===== config.mk =====
export PLATFORM = sky130hd
export DESIGN_NAME = vga_console_writer
export DESIGN_NICKNAME = d
export VERILOG_FILES = /design/src/rtl/vga_console_writer_pkg.sv /design/src/rtl/vga_console_writer.sv
export SDC_FILE = /design/constraint.sdc
export NUM_CORES = 1
export LEC_CHECK = 0
export CAP_MARGIN = 5
export CORE_UTILIZATION = 43
export CTS_CLUSTER_SIZE = 8
export DETAILED_ROUTE_END_ITERATION = 6
export SLEW_MARGIN = 25
export SYNTH_ARGS = -nofsm -noshare
export SYNTH_HDL_FRONTEND = slang
export SYNTH_SLANG_ARGS = --single-unit

===== constraint.sdc =====
create_clock -name clk -period 6.8 [get_ports clk]
set_input_delay 2.04 -clock clk [delete_from_list [all_inputs] [get_ports clk]]
set_output_delay 2.04 -clock clk [all_outputs]
set_load 0.01 [all_outputs]

===== src/rtl/vga_console_writer_pkg.sv =====
// Shared definitions for the console writer: FSM state encoding and the
// control codes recognised in the incoming byte stream.
package vga_console_writer_pkg;

    typedef enum logic [2:0] {
        ST_IDLE,
        ST_WRITE,
        ST_SCROLL_RD,
        ST_SCROLL_WR,
        ST_CLEAR_ROW,
        ST_CLEAR_ALL
    } state_e;

    localparam logic [7:0] CH_NUL = 8'h00;
    localparam logic [7:0] CH_BS  = 8'h08;
    localparam logic [7:0] CH_LF  = 8'h0A;
    localparam logic [7:0] CH_FF  = 8'h0C;
    localparam logic [7:0] CH_CR  = 8'h0D;

endpackage


===== src/rtl/vga_console_writer.sv =====
// Terminal engine: turns a byte stream into glyph writes on text RAM port B,
// tracking the cursor and handling CR/LF/BS/FF, line wrap and scroll-up.
module vga_console_writer
    import vga_console_writer_pkg::*;
#(
    parameter int unsigned COLS  = 80,
    parameter int unsigned ROWS  = 40,
    parameter int unsigned ABITS = 12,
    parameter logic [7:0]  FILL  = 8'h20
) (
    input  logic             clk,
    input  logic             reset_n,
    input  logic             in_valid,
    input  logic [7:0]       in_data,
    output logic             in_ready,
    output logic [ABITS-1:0] ram_addr,
    output logic [7:0]       ram_wdata,
    output logic             ram_we,
    input  logic [7:0]       ram_rdata,
    output logic [7:0]       crx,
    output logic [7:0]       cry,
    output logic             busy
);

    localparam logic [ABITS-1:0] COLS_A   = ABITS'(COLS);
    localparam logic [ABITS-1:0] COLM_A   = ABITS'(COLS - 1);
    localparam logic [ABITS-1:0] LAST_A   = ABITS'(COLS * ROWS - 1);
    localparam logic [ABITS-1:0] ROWB_A   = ABITS'((ROWS - 1) * COLS);
    localparam logic [7:0]       COL_LAST = 8'(COLS - 1);
    localparam logic [7:0]       ROW_LAST = 8'(ROWS - 1);

    state_e           state, state_nxt;
    logic [7:0]       col, row;
    logic [ABITS-1:0] cur_addr;
    logic [ABITS-1:0] cnt;
    logic [7:0]       byte_q;

    logic accept, col_last, row_last, is_bs;

    assign accept   = in_valid & in_ready;
    assign col_last = (col == COL_LAST);
    assign row_last = (row == ROW_LAST);
    assign is_bs    = (byte_q == CH_BS);

    assign in_ready = (state == ST_IDLE);
    assign busy     = ~in_ready;
    assign crx      = col + 8'd1;
    assign cry      = row;

    always_ff @(posedge clk or negedge reset_n) begin
        if (!reset_n) begin
            state <= ST_IDLE;
        end else begin
            state <= state_nxt;
        end
    end

    always_comb begin
        state_nxt = state;
        case (state)
            ST_IDLE: begin
                if (accept) begin
                    case (in_data)
                        CH_NUL, CH_CR: state_nxt = ST_IDLE;
                        CH_LF:         state_nxt = row_last ? ST_SCROLL_RD : ST_IDLE;
                        CH_BS:         state_nxt = (col != 8'd0) ? ST_WRITE : ST_IDLE;
                        CH_FF:         state_nxt = ST_CLEAR_ALL;
                        default:       state_nxt = ST_WRITE;
                    endcase
                end
            end
            ST_WRITE:     state_nxt = (!is_bs && col_last && row_last) ? ST_SCROLL_RD : ST_IDLE;
            ST_SCROLL_RD: state_nxt = ST_SCROLL_WR;
            ST_SCROLL_WR: state_nxt = (cnt == LAST_A) ? ST_CLEAR_ROW : ST_SCROLL_RD;
            ST_CLEAR_ROW: state_nxt = (cnt == COLM_A) ? ST_IDLE : ST_CLEAR_ROW;
            ST_CLEAR_ALL: state_nxt = (cnt == LAST_A) ? ST_IDLE : ST_CLEAR_ALL;
            default:      state_nxt = ST_IDLE;
        endcase
    end

    // RAM port B is driven straight from the state so the glyph write lands the cycle after accept
    always_comb begin
        ram_addr  = '0;
        ram_wdata = '0;
        ram_we    = 1'b0;
        case (state)
            ST_WRITE: begin
                ram_addr  = cur_addr;
                ram_wdata = is_bs ? FILL : byte_q;
                ram_we    = 1'b1;
            end
            ST_SCROLL_RD: begin
                ram_addr = cnt;
            end
            ST_SCROLL_WR: begin
                ram_addr  = cnt - COLS_A;
                ram_wdata = ram_rdata;
                ram_we    = 1'b1;
            end
            ST_CLEAR_ROW: begin
                ram_addr  = ROWB_A + cnt;
                ram_wdata = FILL;
                ram_we    = 1'b1;
            end
            ST_CLEAR_ALL: begin
                ram_addr  = cnt;
                ram_wdata = FILL;
                ram_we    = 1'b1;
            end
            default: ;
        endcase
    end

    always_ff @(posedge clk) begin
        if (accept) begin
            byte_q <= in_data;
        end
    end

    // Cursor, linear address and the scroll/clear counter. The linear address is
    // only ever stepped by +1, -1, +COLS or -col, so no multiplier is needed.
    always_ff @(posedge clk or negedge reset_n) begin
        if (!reset_n) begin
            col      <= '0;
            row      <= '0;
            cur_addr <= '0;
            cnt      <= '0;
        end else begin
            case (state)
                ST_IDLE: begin
                    if (accept) begin
                        case (in_data)
                            CH_CR: begin
                                col      <= '0;
                                cur_addr <= cur_addr - ABITS'(col);
                            end
                            CH_LF: begin
                                col <= '0;
                                if (row_last) begin
                                    cur_addr <= ROWB_A;
                                    cnt      <= COLS_A;
                                end else begin
                                    row      <= row + 8'd1;
                                    cur_addr <= cur_addr - ABITS'(col) + COLS_A;
                                end
                            end
                            CH_BS: begin
                                if (col != 8'd0) begin
                                    col      <= col - 8'd1;
                                    cur_addr <= cur_addr - 1'b1;
                                end
                            end
                            CH_FF: begin
                                col      <= '0;
                                row      <= '0;
                                cur_addr <= '0;
                                cnt      <= '0;
                            end
                            default: ;
                        endcase
                    end
                end
                ST_WRITE: begin
                    if (!is_bs) begin
                        if (col_last) begin
                            col <= '0;
                            if (row_last) begin
                                cur_addr <= ROWB_A;
                                cnt      <= COLS_A;
                            end else begin
                                row      <= row + 8'd1;
                                cur_addr <= cur_addr + 1'b1;
                            end
                        end else begin
                            col      <= col + 8'd1;
                            cur_addr <= cur_addr + 1'b1;
                        end
                    end
                end
                ST_SCROLL_WR: cnt <= (cnt == LAST_A) ? '0 : cnt + 1'b1;
                ST_CLEAR_ROW: cnt <= cnt + 1'b1;
                ST_CLEAR_ALL: cnt <= cnt + 1'b1;
                default: ;
            endcase
        end
    end

endmodule


==> qor.txt <==
CP endpoint kind: primary output
CP required: 4.76 ns
Initial Utilization: 44.7%
Net Sw Power: 143 uW
Skew-Pair Late Insertion Delay: 0.30 ns
Hold Path End: cry[1]
clock power share: 48.6%
Reg power frac: 46.7%
Lkg Pwr: 0.00227 uW
R2R Path End: cur_addr[6]
met3 WL post-DR: 1020 um
Clock Sinks: 51
Setup crit start kind: input pin
Final setup viols: 0
worst reg-to-reg setup slack: 3.63 ns
unique cell type count in the Yosys netlist: 91
Detail Placement HPWL: 11400 um
Slew Limit Headroom: 45.8%
pin count of the biggest net entering global routing: 44
Avg WL per Cell: 19.0 um
synthesized area per cell: 7.97 um^2
most common cell in the synthesized netlist: o21ai_0
vias in the first global route: 4978
Layout area overhead: 14.6%
post-synthesis sequential area ratio: 25.5%
# DRC: 7
FP Rows: 39
Final #Nets: 718
post-placement cell count: 812
actual slew at the worst max-slew pin: 0.807 ns
# H-tree levels: 2
Port Buffers: 57
count of pins over their slew limit: 0
flops & latches, synth: 51
Fin. Hold Viols: 0
top cells by area, synth: dfrtp_1 (21%), o21ai_0 (6.2%), ha_1 (5.3%)
synth warn: 0
min Tclk post-route: 5.51 ns
Synth Flop Type: dfrtp_1
CTS root buf: clkbuf_16
RSZ-0062 raised after global routing: no
hold_sp: cry[1]
max incr delay on CP: 0.54 ns
clk slew on worst S/H paths: 0.07 ns
Reg2Reg Depth: 11
critical path's slowest cell: clkdlybuf4s50_1
first-pass GRT wire length: 25600 um
Ports: 58
wl on met1: 7240 um
Fin Hold WS: 0.541 ns
share of cells above drive strength 1: 7.98%
Placed Area: 0.00574 mm^2
worst hold stages: 2
commonest cells in the netlist: o21ai_0 (64), nand2_1 (57), nor2_1 (53)
GRT Overall Usage: 25.9%
post-CTS sizing: 0
routed vias: 5225
Post-synth EDFFs: 8
worst min path class: reg -> reg
cell taking the most area after synthesis: dfrtp_1
routability cong.: 0.913
Net Count, Synth: 690
CTS tree: yes
Synth top area share: 20.8%
Worst Path Arrival: 3.47 ns
initial antenna violation count: 0
Mapped Area: 0.00517 mm^2
most used cell, CP: clkdlybuf4s50_1
Routed WL: 15600 um
cts hold-fix bufs: 0
routed vias/inst: 6.37
critical path class: in -> out
clk buf depth: 2
Num CTS Buffers: 5
failing checks: design-rule violations
Finished Layout Cells: 820
Async SR Flop Fraction: 84.3%
die height: 112 um
maxcap violations: 0
total global routing overflow: 0
Synth Instances: 648
Internal Pwr Total: 519 uW
outcome: finished with violations
Setup TNS Final: 0 ns
Die W: 112 um
drt initial violations: 516
crit-path cells: clkdlybuf4s50_1, inv_1, o21ai_0, o311ai_0, nand2_1, clkdlybuf4s50_1
top layer reached by signal wires: met4
number of setup buffers added after CTS: 0
peak supply drop: 0.0795 mV
Met2 Wirelength: 6980 um
period utilisation layout: 81.0%
logic gate share of total power: 4.7%
CP max FO: 1
worst r2r src: col[3]
P per Cell Area: 112 mW/mm^2
Die ar.: 0.0125 mm^2
First-pass DRT Iterations: 7
Clock Skew: 0.00842 ns
diode count: 0
max frequency: 182 MHz
core area: 0.0116 mm^2
DRT antenna net count: 0
switch share: 21.6%
dpl ws: 1.31 ns
design area: 0.00592 mm^2
final worst slack: 1.29 ns
[cell type report]
cell class              count  area, um^2
repair buffers             63         611
clock buffers               7         154
inverters                  25        93.8
fillers                  1128        5640
flip-flops and latches     51        1320
clock inverters             1        30.0
well taps                 143         179
multi-input cells         530        3540
[layout by cell type (no fill, tap or decap), drive strengths merged, types with 11 or more instances in the layout]
cell | synthesis | layout
xnor2 | 14 | 14
nand2b | 14 | 14
ha | 22 | 22
a21oi | 47 | 47
mux2i | 13 | 13
nor2 | 54 | 54
and3 | 11 | 11
xor2 | 12 | 12
a22oi | 11 | 11
o21ai | 80 | 80
inv | 25 | 25
nand3 | 22 | 22
dfrtp | 43 | 43
clkdlybuf4s50 | 0 | 56
nand2 | 60 | 60
nor3 | 15 | 15
[through the flow]
step | util, % | power (uW)
final | 51.2 | 662
after global routing | 51.2 | 686
after CTS | 51.2 | 670
after detailed placement | 49.6 | 347
after global placement | 49.6 | 347
after floorplan | - | 328
[power groups by stage]
stage                     Combinational [uW]  Clock, uW  Sequential (uW)
after floorplan                         12.0          0              316
after global placement                  30.9          0              316
after detailed placement                31.4          0              316
after CTS                               31.5        329              310
after global routing                    34.6        342              310
final                                   31.1        322              310
[logic make-up (layout without fill, tap and decap cells)]
group	Yosys count	in the layout	synth area share (%)
AOI/OAI and AO/OA	231	231	30.2
xor gates and xnor gates	26	26	4.41
adders and majority gates	23	23	5.72
buffers and inverters	67	96	6.10
DFF	51	51	25.5
muxes	14	14	2.74
and+or+nand+nor	236	236	25.3
[critical path: cells and delay by family]
family	cells	cell delay, ns
buf+inv	3	1.03
compound gates	2	0.26
simple gates	1	0.12
[how the worst max path moves through the flow]
stage | startpoint | end | slack [ns] | depth (start not counted)
3_3_place_gp | ram_rdata[5] | ram_wdata[5] | 1.34 | 6
3_5_place_dp | ram_rdata[5] | ram_wdata[5] | 1.31 | 6
2_1_floorplan | state[2] | ram_addr[11] | 2.13 | 12
6_report | ram_rdata[5] | ram_wdata[5] | 1.29 | 6
4_1_cts | ram_rdata[5] | ram_wdata[5] | 1.29 | 6
5_1_grt | state[1] | ram_addr[11] | 1.17 | 12
[registers in the layout, summed over array words and instances, names as in the netlist]
signal,cells
byte_q,8
cnt,12
col,8
cry,8
cur_addr,12
state,3
[routing by layer]
metal  vias to the layer above  global-route usage (%)
met5                         -                       0
met1                      2513                    35.8
li1                       2491                       -
met4                         0                    9.19
met3                        25                    4.95
met2                       196                    40.5
Note: power is estimated with default switching activity, not from simulation.
